[config.mk]
export PLATFORM = sky130hd
export DESIGN_NAME = bus_cycle_decoder
export DESIGN_NICKNAME = d
export VERILOG_FILES = /design/src/rtl/bus_pkg.sv /design/src/rtl/region_match.sv /design/src/rtl/bus_cycle_decoder.sv
export SDC_FILE = /design/constraint.sdc
export NUM_CORES = 1
export LEC_CHECK = 0
export ABC_AREA = 1
export ABC_CLOCK_PERIOD_IN_PS = 1400
export BUFFER_PORTS_ARGS = -buffer_cell sky130_fd_sc_hd__buf_2
export CAP_MARGIN = 20
export CORE_MARGIN = 2
export CORE_UTILIZATION = 48
export DETAILED_ROUTE_END_ITERATION = 10
export PLACE_DENSITY = 0.77
export SYNTH_ARGS = -nofsm -noshare
export SYNTH_HDL_FRONTEND = slang
export SYNTH_HIERARCHICAL = 1
export SYNTH_SLANG_ARGS = --single-unit
[constraint.sdc]
create_clock -name CLK -period 1.4 [get_ports CLK]
set_input_delay 0.42 -clock CLK [delete_from_list [all_inputs] [get_ports CLK]]
set_output_delay 0.42 -clock CLK [all_outputs]
set_load 0.01 [all_outputs]
[src/rtl/bus_pkg.sv]
// bus_pkg: shared FSM state type, wait-counter width and region compare helper.
package bus_pkg;

    localparam int WAIT_W = 4;
    localparam int CMP_W  = 32;

    typedef enum logic [2:0] {IDLE, ADDR, STROBE, WAIT, DONE} state_e;

    // I/O cycles only carry io_w meaningful address bits, so the rest are cleared before compare.
    function automatic logic region_hit(
        input logic [CMP_W-1:0] addr,
        input logic [CMP_W-1:0] base,
        input logic [CMP_W-1:0] mask,
        input logic             iom,
        input logic             region_iom,
        input int               io_w
    );
        logic [CMP_W-1:0] a;
        a = iom ? addr & ((CMP_W'(1) << io_w) - CMP_W'(1)) : addr;
        return (iom == region_iom) && (((a ^ base) & mask) == '0);
    endfunction

endpackage

[src/rtl/region_match.sv]
// region_match: priority address decode; the lowest matching region index wins.
module region_match
    import bus_pkg::*;
#(
    parameter int                                   ADDR_W      = 20,
    parameter int                                   IO_W        = 16,
    parameter int                                   NUM_REGIONS = 4,
    parameter logic [NUM_REGIONS-1:0][ADDR_W-1:0]   REGION_BASE = '0,
    parameter logic [NUM_REGIONS-1:0][ADDR_W-1:0]   REGION_MASK = '0,
    parameter logic [NUM_REGIONS-1:0]               REGION_IOM  = '0,
    parameter logic [NUM_REGIONS-1:0][WAIT_W-1:0]   REGION_WAIT = '0,
    parameter logic [WAIT_W-1:0]                    MISS_WAIT   = WAIT_W'(2)
) (
    input  logic [ADDR_W-1:0]      addr_i,
    input  logic                   iom_i,
    output logic [NUM_REGIONS-1:0] cs_o,
    output logic                   hit_o,
    output logic [WAIT_W-1:0]      wait_o
);

    always_comb begin
        cs_o   = '0;
        hit_o  = 1'b0;
        wait_o = MISS_WAIT;
        for (int r = NUM_REGIONS - 1; r >= 0; r--) begin
            if (region_hit(CMP_W'(addr_i), CMP_W'(REGION_BASE[r]), CMP_W'(REGION_MASK[r]),
                           iom_i, REGION_IOM[r], IO_W)) begin
                cs_o    = '0;
                cs_o[r] = 1'b1;
                hit_o   = 1'b1;
                wait_o  = REGION_WAIT[r];
            end
        end
    end

endmodule

[src/rtl/bus_cycle_decoder.sv]
// bus_cycle_decoder: 8088 bus glue - address latch, chip-select decode,
// wait-state FSM driving READY, and 8286 transceiver control.
module bus_cycle_decoder
    import bus_pkg::*;
#(
    parameter int                                   ADDR_W      = 20,
    parameter int                                   IO_W        = 16,
    parameter int                                   NUM_REGIONS = 4,
    parameter logic [NUM_REGIONS-1:0][ADDR_W-1:0]   REGION_BASE = '0,
    parameter logic [NUM_REGIONS-1:0][ADDR_W-1:0]   REGION_MASK = '0,
    parameter logic [NUM_REGIONS-1:0]               REGION_IOM  = '0,
    parameter logic [NUM_REGIONS-1:0][WAIT_W-1:0]   REGION_WAIT = '0,
    parameter logic [WAIT_W-1:0]                    MISS_WAIT   = WAIT_W'(2)
) (
    input  logic                   CLK,
    input  logic                   RESET_N,
    input  logic                   ALE,
    input  logic [ADDR_W-1:0]      AD_A,
    input  logic                   IOM,
    input  logic                   RD_N,
    input  logic                   WR_N,
    input  logic                   DTR,
    input  logic                   DEN,
    output logic [ADDR_W-1:0]      ADDRESS,
    output logic [NUM_REGIONS-1:0] CS,
    output logic                   READY,
    output logic                   DEC_ERR,
    output logic                   XCVR_OE_N,
    output logic                   XCVR_DIR
);

    logic [NUM_REGIONS-1:0] match_cs;
    logic                   match_hit;
    logic [WAIT_W-1:0]      match_wait;

    state_e                 state_q;
    logic [ADDR_W-1:0]      address_q;
    logic [NUM_REGIONS-1:0] cs_q;
    logic [WAIT_W-1:0]      cnt_q;
    logic                   ready_q;
    logic                   dec_err_q;
    logic                   xcvr_oe_n_q;
    logic                   xcvr_dir_q;

    // Decoding the pins directly lets CS register on the ALE edge and be valid throughout ADDR.
    region_match #(
        .ADDR_W      (ADDR_W),
        .IO_W        (IO_W),
        .NUM_REGIONS (NUM_REGIONS),
        .REGION_BASE (REGION_BASE),
        .REGION_MASK (REGION_MASK),
        .REGION_IOM  (REGION_IOM),
        .REGION_WAIT (REGION_WAIT),
        .MISS_WAIT   (MISS_WAIT)
    ) u_match (
        .addr_i (AD_A),
        .iom_i  (IOM),
        .cs_o   (match_cs),
        .hit_o  (match_hit),
        .wait_o (match_wait)
    );

    always_ff @(posedge CLK or negedge RESET_N) begin
        if (!RESET_N) begin
            state_q     <= IDLE;
            address_q   <= '0;
            cs_q        <= '0;
            cnt_q       <= '0;
            ready_q     <= 1'b1;
            dec_err_q   <= 1'b0;
            xcvr_oe_n_q <= 1'b1;
            xcvr_dir_q  <= 1'b0;
        end else begin
            dec_err_q   <= 1'b0;
            xcvr_oe_n_q <= DEN || state_q == IDLE;
            xcvr_dir_q  <= DTR && state_q != IDLE;
            if (ALE && (state_q == IDLE || state_q == DONE)) begin
                state_q   <= ADDR;
                address_q <= AD_A;
                cs_q      <= match_cs;
                cnt_q     <= match_wait;
                dec_err_q <= !match_hit;
            end else begin
                case (state_q)
                    ADDR: state_q <= STROBE;
                    STROBE: begin
                        if (!RD_N || !WR_N) begin
                            dec_err_q <= !RD_N && !WR_N;
                            state_q   <= (cnt_q != '0) ? WAIT : DONE;
                            ready_q   <= cnt_q == '0;
                        end
                    end
                    WAIT: begin
                        cnt_q <= cnt_q - WAIT_W'(1);
                        if (cnt_q <= WAIT_W'(1)) begin
                            state_q <= DONE;
                            ready_q <= 1'b1;
                        end
                    end
                    DONE: begin
                        if (RD_N && WR_N) begin
                            state_q     <= IDLE;
                            cs_q        <= '0;
                            xcvr_oe_n_q <= 1'b1;
                            xcvr_dir_q  <= 1'b0;
                        end
                    end
                    default: state_q <= IDLE;
                endcase
            end
        end
    end

    assign ADDRESS   = address_q;
    assign CS        = cs_q;
    assign READY     = ready_q;
    assign DEC_ERR   = dec_err_q;
    assign XCVR_OE_N = xcvr_oe_n_q;
    assign XCVR_DIR  = xcvr_dir_q;

endmodule

== Word level (Yosys, flattened, before mapping) ==
Cells that the tools add are included.

* Register bits after elaboration: 35
* Input bits: 28
* Output and inout bits: 28
* Word-level logic and storage cells: 65

* Add/subtract/negate cells: 1
* Magnitude comparators: 1
* Eq/ne operators: 9
* Mux-type cells: 25
* Bitwise logic cells: 1
* Reductions and logical operators: 20

{| class="wikitable"
|+ Operators with widths
! cell !! number
|-
| 2-to-1 mux 4 bit || 5
|-
| 2-to-1 mux 3 bit || 5
|-
| 2-to-1 mux 1 bit || 12
|-
| case mux 3 bit (4 select lines) || 1
|-
| nonzero test 2 bit || 4
|-
| == test 3 x 2 -> 1 bit (second input constant) || 2
|-
| != test 3 bit (second input constant) || 2
|-
| less-or-equal comparator 4 x 1 -> 1 bit (second input constant) || 1
|-
| logical AND 1 bit || 4
|-
| logical NOT 4 bit || 1
|-
| != test 2 bit (second input constant) || 2
|-
| AND reduction 4 bit || 1
|-
| nonzero test 4 bit || 1
|-
| subtractor 4 x 1 -> 4 bit (second input constant) || 1
|-
| == test 3 x 1 -> 1 bit (second input constant) || 1
|-
| == test 3 bit (second input constant) || 1
|-
| logical NOT 3 bit || 1
|-
| logical OR 1 bit || 3
|-
| != test 3 x 1 -> 1 bit (second input constant) || 1
|-
| AND reduction 3 bit || 1
|-
| nonzero test 3 bit || 1
|-
| logical NOT 1 bit || 2
|-
| 2-to-1 mux 2 bit || 1
|-
| case mux 1 bit (2 select lines) || 1
|-
| other kinds (2) || 2
|}

== Longest topological paths before layout ==
Gate-level depths: netlist of run 1.

* Depth in word-level cells: 5
* Gate-level depth with buffers: 9

== Modules after synthesis ==
Netlist of run 1, hierarchy kept.

{| class="wikitable"
|+ By module, submodules not included
! module !! times used !! cells an instance !! area an instance (sq um)
|-
| bus_cycle_decoder || 1 || 193 || 1595.3
|-
| region_match || 1 || 10 || 67.6
|}

== Worst setup path before layout of run 1 ==
OpenSTA, ideal clock, no wires.

* Kind: register -> register
* Start: register cnt_q[0]
* End: register state_q[1]
* Arrival: 1070 ps
* Data required time: 1283 ps
* Path slack: 213 ps
* Stages on the path, launching flop included: 10
* Clock period less this slack: 1187 ps
* Cell sequence: dfrtp_1 > inv_1 > ha_1 > inv_1 > nand2_1 > nand2_1 > nand2_1 > nand3_1 > nand2_1 > nand2_1

* Word-level cells in the longest chain between the ends: 5
* Elaborated cells between the ends (all ways): 8
* Classes of those cells: order compare (1); eq/ne (1); mux (4); reduce/logical (2)

{| class="wikitable"
|+ RTL lines
! what !! line !! RTL
|-
| from (decl) || bus_cycle_decoder.sv:39 || <nowiki>logic [WAIT_W-1:0] cnt_q;</nowiki>
|-
| from (signal assigned) || bus_cycle_decoder.sv:81 || <nowiki>cnt_q <= match_wait;</nowiki>
|-
| from (signal assigned) || bus_cycle_decoder.sv:94 || <nowiki>cnt_q <= cnt_q - WAIT_W'(1);</nowiki>
|-
| nonzero test 4 bit || bus_cycle_decoder.sv:89 || <nowiki>state_q <= (cnt_q != '0) ? WAIT : DONE;</nowiki>
|-
| 2-to-1 mux 3 bit || bus_cycle_decoder.sv:89 ||
|-
| 2-to-1 mux 3 bit || bus_cycle_decoder.sv:87 || <nowiki>if (!RD_N || !WR_N) begin</nowiki>
|-
| case mux 3 bit (4 select lines) || bus_cycle_decoder.sv:84 || <nowiki>case (state_q)</nowiki>
|-
| 2-to-1 mux 3 bit || bus_cycle_decoder.sv:77 || <nowiki>if (ALE && (state_q == IDLE || state_q == DONE)) begin</nowiki>
|-
| to (signal assigned) || bus_cycle_decoder.sv:89 ||
|-
| to (decl) || bus_cycle_decoder.sv:36 || <nowiki>state_e state_q;</nowiki>
|}

Several ways; a longest one is shown, not always the timed one. The select of a mux whose other input is x is not followed.
A chain may end at the register's enable or synchronous reset.

== Worst setup path in the final report of run 1 ==
* Start: register ready_q, in the netlist READY
* End: output READY

{| class="wikitable"
|+ RTL lines
! what !! line !! RTL
|-
| from (decl) || bus_cycle_decoder.sv:40 || <nowiki>logic ready_q;</nowiki>
|-
| from (signal assigned) || bus_cycle_decoder.sv:69 || <nowiki>ready_q <= 1'b1;</nowiki>
|-
| from (signal assigned) || bus_cycle_decoder.sv:90 || <nowiki>ready_q <= cnt_q == '0;</nowiki>
|-
| from (signal assigned) || bus_cycle_decoder.sv:97 || <nowiki>ready_q <= 1'b1;</nowiki>
|-
| to (decl) || bus_cycle_decoder.sv:26 || <nowiki>output logic READY,</nowiki>
|}

No word-level cell between the ends.

==> impl_results.md, run 1 <==
* Most used cells in the layout excluding fill and tap cells: nand2_1, buf_2, dfrtp_1
* Final slew viol count at 0
* Sequential share of power at 39.9%
* Worst Skew at about 0.0077 ns
* TritonCTS clock tree: built
* Final setup slack of the worst path at 0.000896 ns
* Row Count at 21
* Master of the slowest instance on the critical path: dfstp_2
* Syn Inst Count at approximately 200
* Count of input and output buffers at 55
* Setup crit start kind: register
* Die Outline Area at a little under 4000 um^2
* Status: complete, no violations
* Critical-path cell list: buf_6
* Cell Area, Synth at 1660 um^2
* Starting DRT DRC Count at 109
* Worst hold-check slack at 0.0353 ns
* Core region area at 3340 um^2
* Power Total at between 4 and 5 mW
* I/O pin count at 56
* Yosys reg bits at 35
* Area used by multi-input combinational logic at between 600 and 700 um^2
* Maximum number of pins on one net before global-route repair at 36
* Final setup violation count at 0
* Endpoints failing hold at 0
* Number of nets at the end of the flow at between 200 and 300
* Lkg Pwr at about 1.2 nW
* Tmin final at 1.40 ns
* Remaining number of nets flagged by the antenna check after routing at 0
* Cell-internal power at 2.62 mW
* Clock latency of the later-clocked register in the worst-skew pair at 0.33 ns
* Critical path class: register to primary output
* Maximum Capacitance Violations at 0
* Fmax achieved at 0.715 GHz
* Pre-Repair DR Iteration Count at 4
* Count of H-tree levels built during CTS at 2
* Worst-case clock buffer depth at 2
* Routed wire per std cell at 11.1 um
* Sinks on Clock Net at 35
* Sequential-to-total area share from yosys stat at 52.8%
* Unrepaired setup endpoints after global routing: true
* Crit path arrival time at 0.98 ns
* Initial standard-cell utilization of the core at between 40% and 50%
* Largest stage delay, worst path at about 0.55 ns
* Worst IR drop on VDD at 1160 uV
* Reg clk slew, reported paths at between 0.1 and 0.15 ns
* First-pass GRT wire length at 5.84 mm
* Total net switching power at ~1.9 mW
* GR Util All Layers at 19.1%
* Die Y-Extent at 62.9 um
* Leading cell type in the layout, fill and taps excluded: nand2_1
* Cts bufs inserted at 5
* Weighted congestion at the end of routability-driven global placement at 0.878
* Horizontal extent of the die at around 63 um
* Total number of vias at 1,444
* Total area of sequential cells at 878 um^2
* Placed instance area at between 1500 and 2000 um^2
* Share of the clock period used by the worst path after layout at 99.9%
* Total gr overflow at 0
* Ys Warns at 6
* Share of cells above drive strength 1 at 30.6%
* Initial antenna violation count at 0
* Number of filler cells placed in the layout at 307
* Type of destination of the critical path: primary output
* Critical path fanouts, max at 2
* Buffers and inverters on the worst path at 1
* Post-DR vias/cell at 4.64
* Family with the most delay on the worst path: flip-flops
* Pre-CTS setup slack at 0.0913 ns
* Part of the power in the clock network at 12.3%
* Post-DP HPWL at 2.54 mm
* Root buffer cell: clkbuf_4
* Share of total power consumed by net switching at between 40% and 50%
* Diodes inserted at 0
* Layout overhead on the synthesized area at 24.8%
* Vias in the first global route at between 1,000 and 1,500
* Design Area, Final at 2070 um^2
* Total power divided by cell area at 2170 nW/um^2
* Final-layout setup total negative slack at 0 ns
* Worst min-delay path category: input pin to asynchronous set/reset pin
* Post-route DRC violation count at 0
* Wire length after detailed routing at between 3 and 4 mm
* Distinct cells, synth at 22
* Data required time at the worst endpoint at a little under 1 ns
* Combinational Power Share at between 40% and 50%
* Avg Inst Size Synth at 8.19 um^2
==> worst paths after layout <==
| kind | startpoint | end | slack [ns] | cells past startpoint |
|---|---|---|---|---|
| min in group CLK | DEN | XCVR_OE_N | 0.27 | 3 |
| worst max register to register | state_q[1] | ADDRESS[0] | 0.11 | 6 |
| worst min-delay path | RESET_N | ADDRESS[1] | 0.04 | 2 |
| worst max-delay path | READY | READY | 0.0009 | 1 |
| worst min register to register | READY | READY | 0.48 | 2 |
| max in group asynchronous | RESET_N | XCVR_OE_N | 1.13 | 2 |
==> flip-flops by register name (all words and copies together), names as in the netlist <==
name	flops
XCVR_OE_N	1
ADDRESS	20
CS	4
DEC_ERR	1
READY	1
state_q	3
XCVR_DIR	1
cnt_q	4
==> cells by family after synthesis <==
kind of cell / synth area share (%)
AO/OA/AOI/OAI: 5.94
XOR/XNOR: 0.527
adder cells (fa/ha/maj): 2.26
buffers and inverters: 9.63
flip-flops: 52.8
other: 0.226
AND/OR/NAND/NOR: 28.6
==> what timing repair did <==
action	4_1_cts	5_1_grt
pin swaps	0	0
setup buffers	0	0
hold buffers	0	0
resized for setup	2	5
setup endpoints to repair	2	5
==> through the flow <==
stage	instances	utilization, %
2_1_floorplan	208	-
3_3_place_gp	304	59.8
3_5_place_dp	304	59.8
4_1_cts	311	61.9
5_1_grt	311	62.2
6_report	311	62.2
==> power groups by stage <==
stage	clock network [mW]	logic, mW	registers [mW]
6_report	0.553	2.15	1.80
5_1_grt	0.634	2.44	1.85
3_3_place_gp	0	2.05	1.77
2_1_floorplan	0	1.14	1.97
3_5_place_dp	0	2.10	1.79
4_1_cts	0.572	2.14	1.78
==> cell type report <==
class                      count  share of cell area [%]
tap                           46                    2.77
clock inverter                 1                   0.241
multi-input combinational    145                    31.5
inverter                      15                    2.71
clock buffer                   6                    2.47
sequential                    35                    42.3
timing repair buffer          63                    18.0
==> metal layers <==
layer	vias to the layer above	global-route usage [%]	routed length, um
met5	-	0	0
met1	642	25.9	1620
li1	739	-	-
met4	0	6.94	55
met2	56	29.3	1530
met3	7	5.23	226
==> cells in the mapped netlist, drive strengths merged <==
cell	number	area (um^2)
ha	3	37.5
dfrtp	33	826
nor2	11	48.8
inv	15	56.3
buf	13	104
o21ai	10	53.8
nand3	11	55.1
nand2	92	353
a21oi	6	30.0
xor2	1	8.76
dfstp	2	52.6
conb	1	3.75
o211ai	2	15.0
or2	1	6.26
nand4	2	12.5
No activity file was read; power rests on OpenSTA's default activity.
==> run 2: changes to the inputs <==
GPL_TIMING_DRIVEN = 0   (was not set)
==> impl_results.md, run 2 (synthesis results as in run 1) <==
* Status: finished with violations
* Violated checks: negative setup slack
* Count of input and output buffers at 55
* Share of the clock period used by the worst path after layout at 101%
* Pre-Repair DR Iteration Count at 5
* Fmax achieved at 0.708 GHz
* Weighted congestion at the end of routability-driven global placement at 0.893
* Placed instance area at 2010 um^2
* Critical-path cell list: buf_6
* Unrepaired setup endpoints after global routing: true
* Count of H-tree levels built during CTS at 2
* Core region area at roughly 3300 um^2
* Crit path arrival time at approximately 1 ns
* Post-route DRC violation count at 0
* Post-DR vias/cell at approximately 4.7
* Sinks on Clock Net at 35
* Type of destination of the critical path: primary output
* Critical path class: register to primary output
* Setup crit start kind: register
* Reg clk slew, reported paths at between 0.1 and 0.15 ns
* Final setup violation count at 1
* Most used cells in the layout excluding fill and tap cells: nand2_1, buf_2, dfrtp_1
* Clock latency of the later-clocked register in the worst-skew pair at 0.35 ns
* Final setup slack of the worst path at -0.0119 ns
* Cts bufs inserted at 5
* Total power divided by cell area at 2210 nW/um^2
* Number of nets at the end of the flow at 301
* Root buffer cell: clkbuf_4
* Post-DP HPWL at 2.38 mm
* Die Y-Extent at 62.9 um
* Layout overhead on the synthesized area at 28.7%
* Maximum number of pins on one net before global-route repair at 36
* Maximum Capacitance Violations at 0
* Largest register FFs at 20
* Vias in the first global route at 1,407
* Critical path fanouts, max at 2
* Initial standard-cell utilization of the core at 49.8%
* Relative slew margins at between 40 and 50%
* First-pass GRT wire length at 5.80 mm
* Buffers and inverters on the worst path at 1
* Leading cell type in the layout, fill and taps excluded: nand2_1
* Actual transition at the worst max-transition pin at 0.755 ns
* Worst min-delay path category: input pin to asynchronous set/reset pin
* I/O pin count at 56
* Data required time at the worst endpoint at 0.98 ns
* Endpoints failing hold at 0
* Master of the slowest instance on the critical path: dfstp_2
* Worst IR drop on VDD at 1070 uV
* Power Total at 4.73 mW
* Remaining number of nets flagged by the antenna check after routing at 0
* Total number of vias at 1,477
* Routed wire per std cell at 10.4 um
* Initial antenna violation count at 0
* Design Area, Final at 2140 um^2
* Worst Reg2Reg Path Length in Cells at 9
* Share of cells above drive strength 1 at 31.7%
* Tmin final at 1.41 ns
* Final-layout setup total negative slack at -0.0119 ns
* Starting DRT DRC Count at 61
* Lkg Pwr at 1.25 nW
* Total gr overflow at 0
* Largest stage delay, worst path at 0.55 ns
* Diodes inserted at 0
* Final slew viol count at 0
* TritonCTS clock tree: built
* Instance count on the critical path at 1
* Worst-case clock buffer depth at 2
* Die Outline Area at 3950 um^2
* Worst Skew at 0.00747 ns
* Number of setup buffers added after CTS at 0
* Pre-CTS setup slack at 0.0664 ns
* Wire length after detailed routing at 3.28 mm
* Core occupancy in the finished layout at 64.1%
* Family with the most delay on the worst path: flip-flops
* GR Util All Layers at 18.6%
* Horizontal extent of the die at ~63 um
* Row Count at 21
-- run 2: changes by cell type in the layout (fill, tap and decap cells not counted) --
cell | before | now
nor2_1 | 9 | 10
buf_12 | 2 | 0
clkinv_2 | 1 | 0
buf_4 | 6 | 8
o21ai_1 | 2 | 1
buf_6 | 2 | 5
clkbuf_8 | 1 | 0
clkbuf_1 | 0 | 1
bufinv_16 | 0 | 2
buf_2 | 53 | 55
o21ai_2 | 1 | 2
nor2_2 | 1 | 0
-- run 2: layer usage --
layer	GRT usage [%]	vias up	part of all wire, %
met3	6.49	5	6.4
met4	6.11	0	1.1
met5	0	-	0
li1	-	751	-
met1	22.0	673	46
met2	31.6	48	47
-- run 2: final cells by class --
type | count | area, um^2
repair buffers | 55 | 288
clock buffers | 6 | 41.3
inverters | 15 | 56.3
multi-input cells | 145 | 654
flip-flops and latches | 35 | 878
plain buffers | 13 | 104
clock inverters | 2 | 60.1
well taps | 46 | 57.6
fillers | 303 | 1200
-- run 2: timing repair --
action	CTS	global route
setup endpoints to repair	2	13
gates resized for setup	2	5
pin swaps	0	0
gates cloned	0	0
hold buffers	0	0
-- run 2: power breakdown --
part	internal (mW)	leakage (nW)	total, mW	switching (mW)
clock	0.557	0.0525	0.903	0.346
combinational	0.834	0.763	2.02	1.19
sequential	1.50	0.431	1.81	0.310
-- run 2: path summary, 6_finish.rpt --
path                           from          to  slack, ns
hold / removal              RESET_N  ADDRESS[1]       0.13
setup reg to reg           cnt_q[0]  state_q[1]       0.10
min in group CLK            AD_A[1]  ADDRESS[1]       0.26
max in group asynchronous   RESET_N  state_q[0]       0.78
hold reg to reg               READY       READY       0.47
setup / recovery              READY       READY      -0.01
-- run 2: stage by stage --
step	std cells	hold slack, ns
after floorplan	208	0.124
after global placement	309	0.449
after detailed placement	309	0.453
after CTS	317	0.151
after global routing	317	0.188
final	317	0.128
